--- src/rtl/io_arb_pkg.sv ---
// Shared constants for the I/O slave-port arbiter: FSM encoding and default bus widths.
package io_arb_pkg;

  localparam logic [1:0] ST_IDLE  = 2'd0;
  localparam logic [1:0] ST_ISSUE = 2'd1;
  localparam logic [1:0] ST_ACK   = 2'd2;

  localparam int IO_ADDR_W = 24;
  localparam int IO_DATA_W = 32;
  localparam int IO_WE_W   = 3;

endpackage

--- src/rtl/io_arbiter_if.sv ---
// Master-side request buses plus the single I/O slave port; slave modport is the arbiter's view.
interface io_arbiter_if #(
  parameter int NUM_REQ = 2,
  parameter int ADDR_W  = io_arb_pkg::IO_ADDR_W,
  parameter int DATA_W  = io_arb_pkg::IO_DATA_W
);

  logic [NUM_REQ-1:0]                     m_req;
  logic [io_arb_pkg::IO_WE_W*NUM_REQ-1:0] m_we;
  logic [ADDR_W*NUM_REQ-1:0]              m_addr;
  logic [DATA_W*NUM_REQ-1:0]              m_wdata;
  logic [NUM_REQ-1:0]                     m_ack;
  logic [DATA_W-1:0]                      m_rdata;

  logic                                   io_en;
  logic [io_arb_pkg::IO_WE_W-1:0]         io_we;
  logic [ADDR_W-1:0]                      io_addr;
  logic [DATA_W-1:0]                      io_wdata;
  logic [DATA_W-1:0]                      io_rdata;

  modport master (
    output m_req, m_we, m_addr, m_wdata, io_rdata,
    input  m_ack, m_rdata, io_en, io_we, io_addr, io_wdata
  );

  modport slave (
    input  m_req, m_we, m_addr, m_wdata, io_rdata,
    output m_ack, m_rdata, io_en, io_we, io_addr, io_wdata
  );

endinterface

--- src/rtl/io_arbiter_rr_pick.sv ---
// Combinational round-robin picker: first asserted request at or after last+1 (mod NUM_REQ).
module rr_pick #(
  parameter int NUM_REQ = 2,
  parameter int IDX_W   = $clog2(NUM_REQ)
) (
  input  logic [NUM_REQ-1:0] req,
  input  logic [IDX_W-1:0]   last,
  output logic [IDX_W-1:0]   grant_idx,
  output logic               any
);

  logic [IDX_W:0] idx;

  always_comb begin
    grant_idx = '0;
    any       = 1'b0;
    idx       = '0;
    // i == NUM_REQ wraps back to last itself, so the previous winner has lowest priority
    for (int i = 1; i <= NUM_REQ; i++) begin
      idx = {1'b0, last} + (IDX_W+1)'(i);
      if (idx >= (IDX_W+1)'(NUM_REQ)) begin
        idx = idx - (IDX_W+1)'(NUM_REQ);
      end
      if (!any && req[idx[IDX_W-1:0]]) begin
        any       = 1'b1;
        grant_idx = idx[IDX_W-1:0];
      end
    end
  end

endmodule

--- src/rtl/io_arbiter.sv ---
// Round-robin arbiter sharing one I/O slave port: IDLE -> ISSUE (one slave cycle) -> ACK.
// Request-to-ack is two cycles, one access every three cycles; slave outputs are zero outside ISSUE.
module io_arbiter
  import io_arb_pkg::*;
#(
  parameter int NUM_REQ = 2,
  parameter int ADDR_W  = IO_ADDR_W,
  parameter int DATA_W  = IO_DATA_W
) (
  input  logic         clk,
  input  logic         rst,
  io_arbiter_if.slave  bus
);

  localparam int IDX_W = $clog2(NUM_REQ);

  logic [1:0]         state_q, state_d;
  logic [IDX_W-1:0]   sel_q, sel_d;
  logic [IDX_W-1:0]   last_q, last_d;
  logic [NUM_REQ-1:0] ack_q, ack_d;
  logic [DATA_W-1:0]  rdata_q, rdata_d;
  logic [IDX_W-1:0]   grant_idx;
  logic               grant_any;

  rr_pick #(
    .NUM_REQ (NUM_REQ),
    .IDX_W   (IDX_W)
  ) u_pick (
    .req       (bus.m_req),
    .last      (last_q),
    .grant_idx (grant_idx),
    .any       (grant_any)
  );

  always_comb begin
    state_d = state_q;
    sel_d   = sel_q;
    last_d  = last_q;
    ack_d   = '0;
    rdata_d = rdata_q;
    case (state_q)
      ST_ISSUE: begin
        state_d = ST_ACK;
        last_d  = sel_q;
        // captured verbatim on writes too; the master simply ignores it
        rdata_d = bus.io_rdata;
        for (int i = 0; i < NUM_REQ; i++) begin
          ack_d[i] = (sel_q == IDX_W'(i));
        end
      end
      ST_ACK: begin
        state_d = ST_IDLE;
      end
      default: begin
        if (grant_any) begin
          state_d = ST_ISSUE;
          sel_d   = grant_idx;
        end
      end
    endcase
  end

  always_ff @(posedge clk) begin
    if (rst) begin
      state_q <= ST_IDLE;
      sel_q   <= '0;
      last_q  <= IDX_W'(NUM_REQ - 1);
      ack_q   <= '0;
      rdata_q <= '0;
    end else begin
      state_q <= state_d;
      sel_q   <= sel_d;
      last_q  <= last_d;
      ack_q   <= ack_d;
      rdata_q <= rdata_d;
    end
  end

  always_comb begin
    bus.io_en    = 1'b0;
    bus.io_we    = '0;
    bus.io_addr  = '0;
    bus.io_wdata = '0;
    if (state_q == ST_ISSUE) begin
      bus.io_en = 1'b1;
      for (int i = 0; i < NUM_REQ; i++) begin
        if (sel_q == IDX_W'(i)) begin
          bus.io_we    = bus.m_we[i*IO_WE_W +: IO_WE_W];
          bus.io_addr  = bus.m_addr[i*ADDR_W +: ADDR_W];
          bus.io_wdata = bus.m_wdata[i*DATA_W +: DATA_W];
        end
      end
    end
  end

  assign bus.m_ack   = ack_q;
  assign bus.m_rdata = rdata_q;

endmodule

--- src/flat_wrapper.sv ---
// flat-port wrapper written by rule: the top's interface ports become plain ports
module io_arbiter_flat import io_arb_pkg::*;
#(
  parameter int NUM_REQ = 2,
  parameter int ADDR_W  = IO_ADDR_W,
  parameter int DATA_W  = IO_DATA_W
)
  (clk, rst, bus_m_req, bus_m_we, bus_m_addr, bus_m_wdata, bus_io_rdata, bus_m_ack, bus_m_rdata, bus_io_en, bus_io_we, bus_io_addr, bus_io_wdata);
  io_arbiter_if #(.NUM_REQ(NUM_REQ), .ADDR_W(ADDR_W), .DATA_W(DATA_W)) bus_i ();
  input  logic clk;
  input  logic rst;
  input wire logic [$bits(bus_i.m_req)-1:0] bus_m_req;
  input wire logic [$bits(bus_i.m_we)-1:0] bus_m_we;
  input wire logic [$bits(bus_i.m_addr)-1:0] bus_m_addr;
  input wire logic [$bits(bus_i.m_wdata)-1:0] bus_m_wdata;
  input wire logic [$bits(bus_i.io_rdata)-1:0] bus_io_rdata;
  output wire logic [$bits(bus_i.m_ack)-1:0] bus_m_ack;
  output wire logic [$bits(bus_i.m_rdata)-1:0] bus_m_rdata;
  output wire logic [$bits(bus_i.io_en)-1:0] bus_io_en;
  output wire logic [$bits(bus_i.io_we)-1:0] bus_io_we;
  output wire logic [$bits(bus_i.io_addr)-1:0] bus_io_addr;
  output wire logic [$bits(bus_i.io_wdata)-1:0] bus_io_wdata;
  assign bus_i.m_req = bus_m_req;
  assign bus_i.m_we = bus_m_we;
  assign bus_i.m_addr = bus_m_addr;
  assign bus_i.m_wdata = bus_m_wdata;
  assign bus_i.io_rdata = bus_io_rdata;
  assign bus_m_ack = bus_i.m_ack;
  assign bus_m_rdata = bus_i.m_rdata;
  assign bus_io_en = bus_i.io_en;
  assign bus_io_we = bus_i.io_we;
  assign bus_io_addr = bus_i.io_addr;
  assign bus_io_wdata = bus_i.io_wdata;
  io_arbiter #(.NUM_REQ(NUM_REQ), .ADDR_W(ADDR_W), .DATA_W(DATA_W)) u_core (.clk(clk), .rst(rst), .bus(bus_i));
endmodule
--- config.mk ---
export PLATFORM = sky130hd
export DESIGN_NAME = io_arbiter_flat
export DESIGN_NICKNAME = d
export VERILOG_FILES = /design/src/rtl/io_arb_pkg.sv /design/src/rtl/io_arbiter_if.sv /design/src/rtl/io_arbiter_rr_pick.sv /design/src/rtl/io_arbiter.sv /design/src/flat_wrapper.sv
export SDC_FILE = /design/constraint.sdc
export NUM_CORES = 1
export LEC_CHECK = 0
export ABC_CLOCK_PERIOD_IN_PS = 1500
export CAP_MARGIN = 15
export CORE_ASPECT_RATIO = 0.9
export CORE_MARGIN = 8
export CORE_UTILIZATION = 30
export DETAILED_ROUTE_END_ITERATION = 6
export PLACE_DENSITY = 0.89
export RECOVER_POWER = 25
export SYNTH_ARGS = -nofsm -noshare
export SYNTH_HDL_FRONTEND = slang
export SYNTH_HIERARCHICAL = 1
export SYNTH_SLANG_ARGS = --single-unit
--- constraint.sdc ---
create_clock -name clk -period 1.5 [get_ports clk]
set_input_delay 0.225 -clock clk [delete_from_list [all_inputs] [get_ports clk]]
set_output_delay 0.225 -clock clk [all_outputs]
set_load 0.02 [all_outputs]
==> qor.yml, run 1 <==
status: "finished with violations"
failed_checks: "setup timing"
timing.critical_path.from_type: "flop"
cts.hold.buffers_added: 0
vias: 2989
switching_fraction_of_total_power_pct: 36.1
grt_max_degree: 39
initial_antenna_violation_count: 0
path_class: "reg2out"
worst_ep_arrival_time_ps: 1580
avgViaCountPerCell: 4.73
synth_adder_area_share_pct: 1.52
grt.total_usage_pct: 20.1
worst_margin_pin_slew_ps: 279
min-delay-start: "u_core/last_q"
cellLeakagePower_uw: 0.00237
finalWirelength_um: 13200
die_area_sq_um: 11400
tritoncts: "yes"
drc_errors: 0
synth-compound-area-share_pct: 2.03
synth.net_count: 420
post_synth_xor_area_fraction_pct: 0
synth-seq-cells: 38
post_synthesis_simple_gate_area_fraction_pct: 21.7
max_clk_rate_mhz: 554
comb_pwr_share_pct: 63.7
die-width_um: 112
critical_path_peak_fanout: 7
worst_setup_hold_path_clk_slew_ps: 70
rows: 31
synth_seq_area_share_pct: 30.8
post_synthesis_instance_area_sq_um: 2470
critical_path.endpoint_type: "output port"
combinational_family_with_the_most_area_after_synthesis: "multiplexers"
detailed_place.area_sq_um: 5160
finalNetCount: 690
ant_diodes: 0
final_hold_viols: 0
grt_first_pass_wirelength_um: 17900
wire_per_inst_um: 20.9
top_level_ports: 248
yosys-mux-area-fraction_pct: 36.9
r2r_path_start: "u_core/state_q[1]"
synth.avg_cell_area_sq_um: 9.39
grt.overflow.total: 0
final-max-slew-violation-count: 0
die-height_um: 102
number_of_global_route_vias_before_repair: 3132
cellInternalPower_uw: 3280
clock_power_share_pct: 12.7
finalSetupViolations: 59
clock_path_buffers: 2
cts_num_sinks: 38
synth_warnings: 6
power.density_nw_per_um2: 889
setup.reg_to_reg.worst_slack_ps: 80
timing.clock.skew_ps: 5.07
place_ws_ps: -333
fin_worst_hold_slack_ps: 461
cts_root_buf: "clkbuf_8"
unrepaired_setup_endpoints_after_global_routing: "yes"
ratio_of_final_minimum_period_to_clock_period_pct: 120
syn2layout_area_growth_pct: 134
detailed_place_hpwl_um: 9690
hp-class: "reg2reg"
worst_skew_late_latency_ps: 280
core-area_sq_um: 8030
gp_congestion: 0.820
drv.max_cap_violation_count: 0
final_antenna_net_count: 0
timing.max_slew.rel_slack_pct: 80.9
initial_utilization_pct: 30.8
place.port_buffers: 247
first_iter_violations: 74
max-vdd-ir-drop_uv: 849
critPathRequiredTime_ps: 1270
detail_route.first_pass.iterations: 4
drive_above_1_share_pct: 30.6
seq_power_share_pct: 23.6
yosysUniqueCellTypes: 22
h_tree_depth: 2
synthesis.instances: 263
post_route_design_area_sq_um: 5780
finalWorstPathRequiredPeriod_ps: 1810
total_switching_power_uw: 1850
cp-startpoint: "u_core/sel_q"
setup_slack_ps: -305
cts_made_buffers: 5
==> power by group through the flow <==
stage / sequential (uW) / combinational, uW / clock, uW
6_report: 1210 / 3270 / 652
5_1_grt: 1230 / 3430 / 711
4_1_cts: 1220 / 2920 / 673
3_5_place_dp: 1240 / 2720 / 0
3_3_place_gp: 1230 / 2660 / 0
2_1_floorplan: 1360 / 1260 / 0
==> layout by cell type (no fill, tap or decap), types with 2 or more instances in the layout <==
cell               n
a21oi_1            4
buf_12             7
buf_16             4
buf_2              2
buf_4             40
buf_6             40
buf_8              2
clkbuf_1          17
clkbuf_16          3
clkbuf_8           5
clkdlybuf4s50_1  162
clkinv_2           2
dfxtp_1           35
dfxtp_2            2
dlymetal6s2s_1     7
inv_1              3
mux2i_1           72
mux2i_2            7
mux2i_4           12
nor2_1            32
nor2b_1           27
nor2b_2           14
nor2b_4           18
==> routing by layer <==
metal / GRT usage, % / share of wire, % / vias up
met4: 5.67 / 2.0 / 0
met3: 7.32 / 7.9 / 16
met1: 20.3 / 36 / 1408
met5: 0 / 0 / -
met2: 38.4 / 54 / 146
li1: - / - / 1419
==> sequential cells by signal, summed over array words and instances, names as in the netlist <==
signal and cells:
u_core/bus.m_rdata 32, u_core/state_q 2, u_core/bus.m_ack 2, u_core/last_q 1, u_core/sel_q 1
==> cell usage after synthesis <==
cell	n	area share (%)
mux2i_1	91	37
nor2b_1	59	15
dfxtp_1	38	31
nor2_1	32	4.9
buf_6	8	3.6
buf_2	5	1.0
a21oi_1	4	0.81
clkbuf_1	4	0.61
inv_1	4	0.61
buf_4	3	0.91
ha_1	3	1.5
buf_1	2	0.30
a21bo_1	1	0.41
a21boi_1	1	0.30
and3b_1	1	0.35
nand3_1	1	0.20
nor3b_1	1	0.30
o21ai_0	1	0.20
o31ai_1	1	0.30
or2_1	1	0.25
or3b_2	1	0.35
or4b_1	1	0.41
==> final timing paths <==
| path | endpoint | depth (start not counted) |
|---|---|---|
| hold reg to reg | u_core/last_q | 2 |
| setup / recovery | bus_io_addr[5] | 5 |
| hold / removal | u_core/last_q | 2 |
| setup reg to reg | u_core/bus.m_rdata[8] | 6 |
==> repair_timing <==
action | in CTS | in global routing
gates resized for setup | 329 | 106
setup buffers | 11 | 6
setup endpoints to repair | 83 | 103
pin swaps | 0 | 0
cloned | 4 | 3
==> metrics by stage <==
stage	TNS [ps]	cells	utilization (%)	total power, uW
final	-8930	632	72.0	5130
after global placement	-13570	604	64.3	3890
after detailed placement	-16260	604	64.3	3950
after global routing	-12760	632	72.0	5380
after CTS	-7800	626	68.2	4820
after floorplan	0	263	-	2620
==> kinds of logic (layout without fill, tap and decap cells) <==
logic type / after synthesis / count (layout)
simple gates: 97 / 97
mux: 91 / 91
flops: 38 / 38
buf+inv: 26 / 296
compound gates: 8 / 8
fa+ha+maj: 3 / 3
==> layout make-up <==
class / count / area (sq um)
tap: 99 / 124
clock buffer: 5 / 68.8
sequential: 38 / 767
inverter: 4 / 15.0
fill: 557 / 2250
timing repair buffer: 285 / 2900
clock inverter: 2 / 10.0
multi-input combinational: 199 / 1900
==> worst max-delay path, cell delays in order, from the launching register on <==
cell     delay, ps
dfxtp_4        400
buf_4          200
buf_4          140
mux2i_1        270
nor2b_1        110
buf_4          170
(Power assumes the default switching activity.)
==> inputs of run 2 (changes only) <==
--- a/config.mk
+++ b/config.mk
@@ -5,13 +5,13 @@
 export SDC_FILE = /design/constraint.sdc
 export NUM_CORES = 1
 export LEC_CHECK = 0
-export ABC_CLOCK_PERIOD_IN_PS = 1500
+export ABC_CLOCK_PERIOD_IN_PS = 2300
 export CAP_MARGIN = 15
 export CORE_ASPECT_RATIO = 0.9
 export CORE_MARGIN = 8
-export CORE_UTILIZATION = 30
+export CORE_UTILIZATION = 32
 export DETAILED_ROUTE_END_ITERATION = 6
-export PLACE_DENSITY = 0.89
+export PLACE_DENSITY = 0.94
 export RECOVER_POWER = 25
 export SYNTH_ARGS = -nofsm -noshare
 export SYNTH_HDL_FRONTEND = slang
==> constraint.sdc (replaced) <==
create_clock -name clk -period 2.3 [get_ports clk]
set_input_delay 0.345 -clock clk [delete_from_list [all_inputs] [get_ports clk]]
set_output_delay 0.345 -clock clk [all_outputs]
set_load 0.02 [all_outputs]
==> run 2 against run 1 <==
Effect of this change: largest power group unchanged; clock-buffer cell count grew 1; flip-flop and latch count unchanged; hold slack gained 23 ps; critical path depth shrank 1; via count is 5.2% lower; the run now ends clean.
==> qor.yml, run 2 (same netlist as run 1, synthesis figures left out) <==
unrepaired_setup_endpoints_after_global_routing: "no"
grt_max_degree: 39
initial_antenna_violation_count: 0
total_power_of_the_final_layout_uw: 2940
worst_skew_late_latency_ps: 290
timing.setup.tns_ps: 0
syn2layout_area_growth_pct: 114
timing.max_slew.rel_slack_pct: 30.8
initial_utilization_pct: 32.9
worst_margin_pin_slew_ps: 1040
grt.overflow.total: 0
finalWorstPathRequiredPeriod_ps: 2200
cts_root_buf: "clkbuf_8"
seq_power_share_pct: 27.0
hp-class: "reg2reg"
finalWirelength_um: 11800
critical_path_peak_fanout: 30
critPathRequiredTime_ps: 1960
finish.cell_count_without_fillers: 605
commonest_non_fill_non_tap_cell_in_the_layout: "clkdlybuf4s50_1"
timing.critical_path.from_type: "flop"
clock_path_buffers: 2
most-common-layout-cells: "169 x clkdlybuf4s50_1, 91 x mux2i_1, 59 x nor2b_1, 49 x dlymetal6s2s_1, 37 x dfxtp_1"
wire_per_inst_um: 19.5
clock_power_share_pct: 16.3
cellLeakagePower_uw: 0.00277
critical_path.endpoint_type: "output port"
comb_pwr_share_pct: 56.7
final-max-slew-violation-count: 0
avgViaCountPerCell: 4.68
final_antenna_net_count: 0
switching_fraction_of_total_power_pct: 35.9
flip_flop_count_of_the_largest_register_after_layout: 32
total_switching_power_uw: 1060
detail_route.first_pass.iterations: 4
first_iter_violations: 76
die_area_sq_um: 10800
place.port_buffers: 247
drc_errors: 0
cts_made_buffers: 5
drive_above_1_share_pct: 4.72
path_class: "reg2out"
worstHoldPathCells: 2
worst_setup_hold_path_clk_slew_ps: 70
top_level_ports: 248
final_util_pct: 70.3
fin_worst_hold_slack_ps: 483
multi_input_comb_area_sq_um: 1550
number_of_global_route_vias_before_repair: 2935
max_clk_rate_mhz: 454
area.sequential_sq_um: 764
detailed_place_hpwl_um: 9660
ant_diodes: 0
finalNetCount: 665
die-width_um: 109
dp_cells: 594
worst_ep_arrival_time_ps: 1860
layout.filler_cells: 534
min-delay-start: "u_core/last_q"
timing.clock.skew_ps: 2.50
ratio_of_final_minimum_period_to_clock_period_pct: 95.8
drv.max_cap_violation_count: 0
status: "finished clean"
finalSetupViolations: 0
tritoncts: "yes"
rr_endpoint: "u_core/bus.m_rdata[16]"
core-area_sq_um: 7510
vias: 2833
max-vdd-ir-drop_uv: 486
grt.total_usage_pct: 19.6
timing.reg2reg.worst_path_depth: 4
die-height_um: 99.3
rows: 30
grt_first_pass_wirelength_um: 16700
h_tree_depth: 2
r2r_path_start: "u_core/state_q[0]"
cellInternalPower_uw: 1880
setup.reg_to_reg.worst_slack_ps: 310
gp_congestion: 0.797
power.density_nw_per_um2: 558
final_hold_viols: 0
timing.hold.worst_endpoint: "u_core/last_q"
cts_num_sinks: 38
-- run 2: worst max path at each step --
stage | from | slack [ps] | to
after floorplan | u_core/state_q[1] | 640 | bus_io_addr[10]
after global placement | bus_m_wdata[53] | 330 | bus_io_wdata[21]
after detailed placement | bus_m_addr[0] | 270 | bus_io_addr[0]
after CTS | u_core/state_q[0] | 4 | bus_io_wdata[10]
after global routing | u_core/state_q[1] | 10 | bus_io_addr[9]
final | u_core/state_q[0] | 100 | bus_io_addr[9]
-- run 2: timing repair --
item / in CTS / in global routing
hold buffers: 0 / 0
setup endpoints to repair: 4 / 49
cloned: 0 / 0
gates resized for setup: 3 / 49
hold endpoints to repair: 0 / 0
setup buffers: 3 / 0
-- run 2: final cells by class --
cell class / count / share of cell area, %
Inverter: 4 / 0.285
Clock buffer: 6 / 1.57
Timing Repair Buffer: 260 / 51.8
Sequential cell: 38 / 14.5
Clock inverter: 2 / 0.214
Multi-Input combinational cell: 199 / 29.3
Tap cell: 96 / 2.28
-- run 2: metal layers --
metal | routed length, um | global-route usage [%]
met5 | 0 | 0
met4 | 174 | 5.26
met3 | 1140 | 7.11
met2 | 6250 | 37.0
met1 | 4230 | 19.5
-- run 2: worst max-delay path, cell delays in order (launching register included) --
cell             delay, ps
dfxtp_1                420
ha_4                   240
buf_12                 170
nor2b_1                130
clkdlybuf4s50_1        610
-- run 2: per-stage QoR --
| stage | setup WS [ps] | cell area, sq um |
|---|---|---|
| floorplan | 639 | 2470 |
| global placement | 331 | 5040 |
| detailed placement | 273 | 5040 |
| CTS | 3.81 | 5160 |
| global route | 12.0 | 5270 |
| finish | 97.5 | 5270 |
-- run 2: power groups by stage --
stage               Combinational [uW]  Clock [uW]  Sequential [uW]
CTS                               1710         496              798
detailed placement                1700           0              819
finish                            1670         478              795
global placement                  1660           0              813
global route                      1760         527              807
floorplan                          800           0              884
==> inputs of run 3 (changes only) <==
--- a/config.mk
+++ b/config.mk
@@ -5,13 +5,14 @@
 export SDC_FILE = /design/constraint.sdc
 export NUM_CORES = 1
 export LEC_CHECK = 0
+export ABC_AREA = 1
 export ABC_CLOCK_PERIOD_IN_PS = 2300
-export CAP_MARGIN = 15
+export CAP_MARGIN = 20
 export CORE_ASPECT_RATIO = 0.9
 export CORE_MARGIN = 8
-export CORE_UTILIZATION = 32
+export CORE_UTILIZATION = 29
 export DETAILED_ROUTE_END_ITERATION = 6
-export PLACE_DENSITY = 0.94
+export PLACE_DENSITY = 0.93
 export RECOVER_POWER = 25
 export SYNTH_ARGS = -nofsm -noshare
 export SYNTH_HDL_FRONTEND = slang
==> run 3 against run 2 <==
Effect of this change: routed wire length shrank 0.71%; clock skew grew 0.55 ps; area after synthesis shrank 14%; setup slack gained 96 ps; register-to-register slack gained 290 ps; utilization shrank 2.8 points; combinational power is essentially flat; sequential share of layout area grew 1.4 points; sequential power is essentially flat; power shrank 0.93%; flip-flop and latch count is the same; critical path type unchanged.
==> qor.yml, run 3 <==
rr_endpoint: "u_core/bus.m_rdata[2]"
grt_first_pass_wirelength_um: 17400
timing.critical_path.from_type: "flop"
setup.reg_to_reg.worst_slack_ps: 600
first_iter_violations: 146
detailed_place_hpwl_um: 9790
worst_skew_late_latency_ps: 280
grt_max_degree: 63
initial_antenna_violation_count: 1
count_of_flip_flops_with_a_built_in_enable_after_synthesis: 0
power.density_nw_per_um2: 611
syn2layout_area_growth_pct: 125
post_route_design_area_sq_um: 4770
hp-class: "reg2reg"
cts_root_buf: "clkbuf_8"
cts.hold.buffers_added: 0
timing.setup.tns_ps: 0
core-area_sq_um: 7080
number_of_global_route_vias_before_repair: 3156
synth_ff_type: "dfxtp_1"
initial_utilization_pct: 30.0
commonest_non_fill_non_tap_cell_in_the_layout: "clkdlybuf4s50_1"
ratio_of_final_minimum_period_to_clock_period_pct: 91.6
rows: 29
finalSetupViolations: 0
final_antenna_net_count: 0
grt.total_usage_pct: 21.1
synth_warnings: 6
max_clk_rate_mhz: 475
r2r_path_start: "u_core/state_q[1]"
synth.avg_cell_area_sq_um: 5.82
finalNetCount: 759
clock_path_buffers: 2
yosys.cell_count.top_type: "nor2_1"
cellLeakagePower_uw: 0.00245
vias: 3212
h_tree_depth: 2
cts_num_sinks: 38
finalWorstPathRequiredPeriod_ps: 2110
synth_seq_area_share_pct: 35.9
detail_route.first_pass.iterations: 4
synth_top_cell_area_share_pct: 35.9
worstHoldPathCells: 2
grt.overflow.total: 0
synth_common_cells: "123 x nor2_1, 99 x nand2_1, 60 x o21ai_0, 38 x dfxtp_1, 14 x clkbuf_1"
gp_congestion: 0.936
min-delay-start: "u_core/bus.m_rdata[25]"
postSynth.asyncResetShare_pct: 0
die_area_sq_um: 10300
timing.reg2reg.worst_path_depth: 7
flip_flop_count_of_the_largest_register_after_layout: 32
netlist.top_cell.by_area: "dfxtp_1"
tritoncts: "yes"
post_cts.repair.setup_buffers: 0
unrepaired_setup_endpoints_after_global_routing: "no"
synth.net_count: 521
post_synthesis_instance_area_sq_um: 2120
die-width_um: 106
most-common-layout-cells: "161 x clkdlybuf4s50_1, 123 x nor2_1, 99 x nand2_1, 60 x o21ai_0, 53 x dlygate4sd2_1"
max-vdd-ir-drop_uv: 663
critical_path_peak_fanout: 31
synthesis.instances: 364
critPathRequiredTime_ps: 1960
top_level_ports: 248
avgViaCountPerCell: 4.61
worst_setup_hold_path_clk_slew_ps: 70
timing.hold.worst_endpoint: "u_core/bus.m_rdata[25]"
status: "finished clean"
place.port_buffers: 247
finalWirelength_um: 11700
die-height_um: 97.1
synth-seq-cells: 38
yosysUniqueCellTypes: 16
detailed_place.area_sq_um: 4700
post_synth_main_area_contributors: "dfxtp_1 36%, nor2_1 22%, nand2_1 18%, o21ai_0 14%, clkbuf_1 2.5%"
timing.max_slew.rel_slack_pct: 65.6
timing.clock.skew_ps: 3.05
worst_ep_arrival_time_ps: 1760
final_hold_viols: 0
drive_above_1_share_pct: 3.15
cts_made_buffers: 5
drc_errors: 0
path_class: "reg2out"
critical_path.endpoint_type: "output port"
wire_per_inst_um: 16.8
final-max-slew-violation-count: 0
drv.max_cap_violation_count: 0
worst_margin_pin_slew_ps: 515
==> run 3: cell families (layout without fill, tap and decap cells) <==
family | after synthesis | in the layout | synth area share, %
buffers and inverters | 32 | 271 | 6.61
adders and majority gates | 3 | 3 | 1.77
other | 0 | 1 | 0
AOI/OAI and AO/OA | 64 | 64 | 15.1
and+or+nand+nor | 227 | 227 | 40.6
DFF | 38 | 38 | 35.9
==> run 3: cell type report <==
type / instances / area [sq um]
Clock buffer: 6 / 82.6
Sequential cell: 38 / 761
Inverter: 8 / 30.0
Multi-Input combinational cell: 294 / 1220
Fill cell: 590 / 2300
Timing Repair Buffer: 255 / 2550
Antenna cell: 1 / 2.50
Clock inverter: 2 / 12.5
Tap cell: 93 / 116
==> run 3: what timing repair did <==
action,CTS,global route
endpoints found under the setup margin,53,6
gates cloned,0,1
gates resized for setup,53,7
==> run 3: how the worst max path moves through the flow <==
stage,startpoint,endpoint,slack (ps),depth (start not counted)
after floorplan,u_core/state_q[1],bus_io_addr[0],700,5
after global placement,u_core/state_q[1],bus_io_addr[9],260,6
after detailed placement,u_core/state_q[1],bus_io_addr[9],230,6
after CTS,u_core/state_q[1],bus_io_wdata[6],1,6
after global routing,u_core/state_q[1],bus_io_addr[9],90,6
final,u_core/state_q[1],bus_io_addr[9],190,6
==> run 3: through the flow <==
stage               std cells  setup slack (ps)  util (%)  total power (uW)  hold slack (ps)
floorplan                 364               697         -              1630              414
global placement          687               256      66.4              2550              435
detailed placement        687               227      66.4              2590              438
CTS                       695              1.28      66.8              2940              453
global route              697              85.6      67.4              3100              463
finish                    697               194      67.4              2910              446
==> run 3: critical path, stage by stage (launching register included) <==
cell and delay (ps):
dfxtp_1 330, inv_1 80, ha_1 250, buf_12 200, o21ai_0 100, nor2_1 160
dlygate4sd2_1 360
==> run 3: per-layer routing <==
| metal | vias up | share of wire, % | track usage, % |
|---|---|---|---|
| li1 | 1611 | - | - |
| met1 | 1412 | 39 | 22.0 |
| met2 | 161 | 50 | 38.4 |
| met3 | 28 | 8.6 | 7.16 |
| met4 | 0 | 3.2 | 6.81 |
| met5 | - | 0 | 0 |
==> run 3: power breakdown <==
group	leakage, uW	internal (uW)	switching (uW)	total (uW)
sequential	0.000311	748	44.7	793
combinational	0.00209	731	924	1660
clock	0.0000472	241	225	465
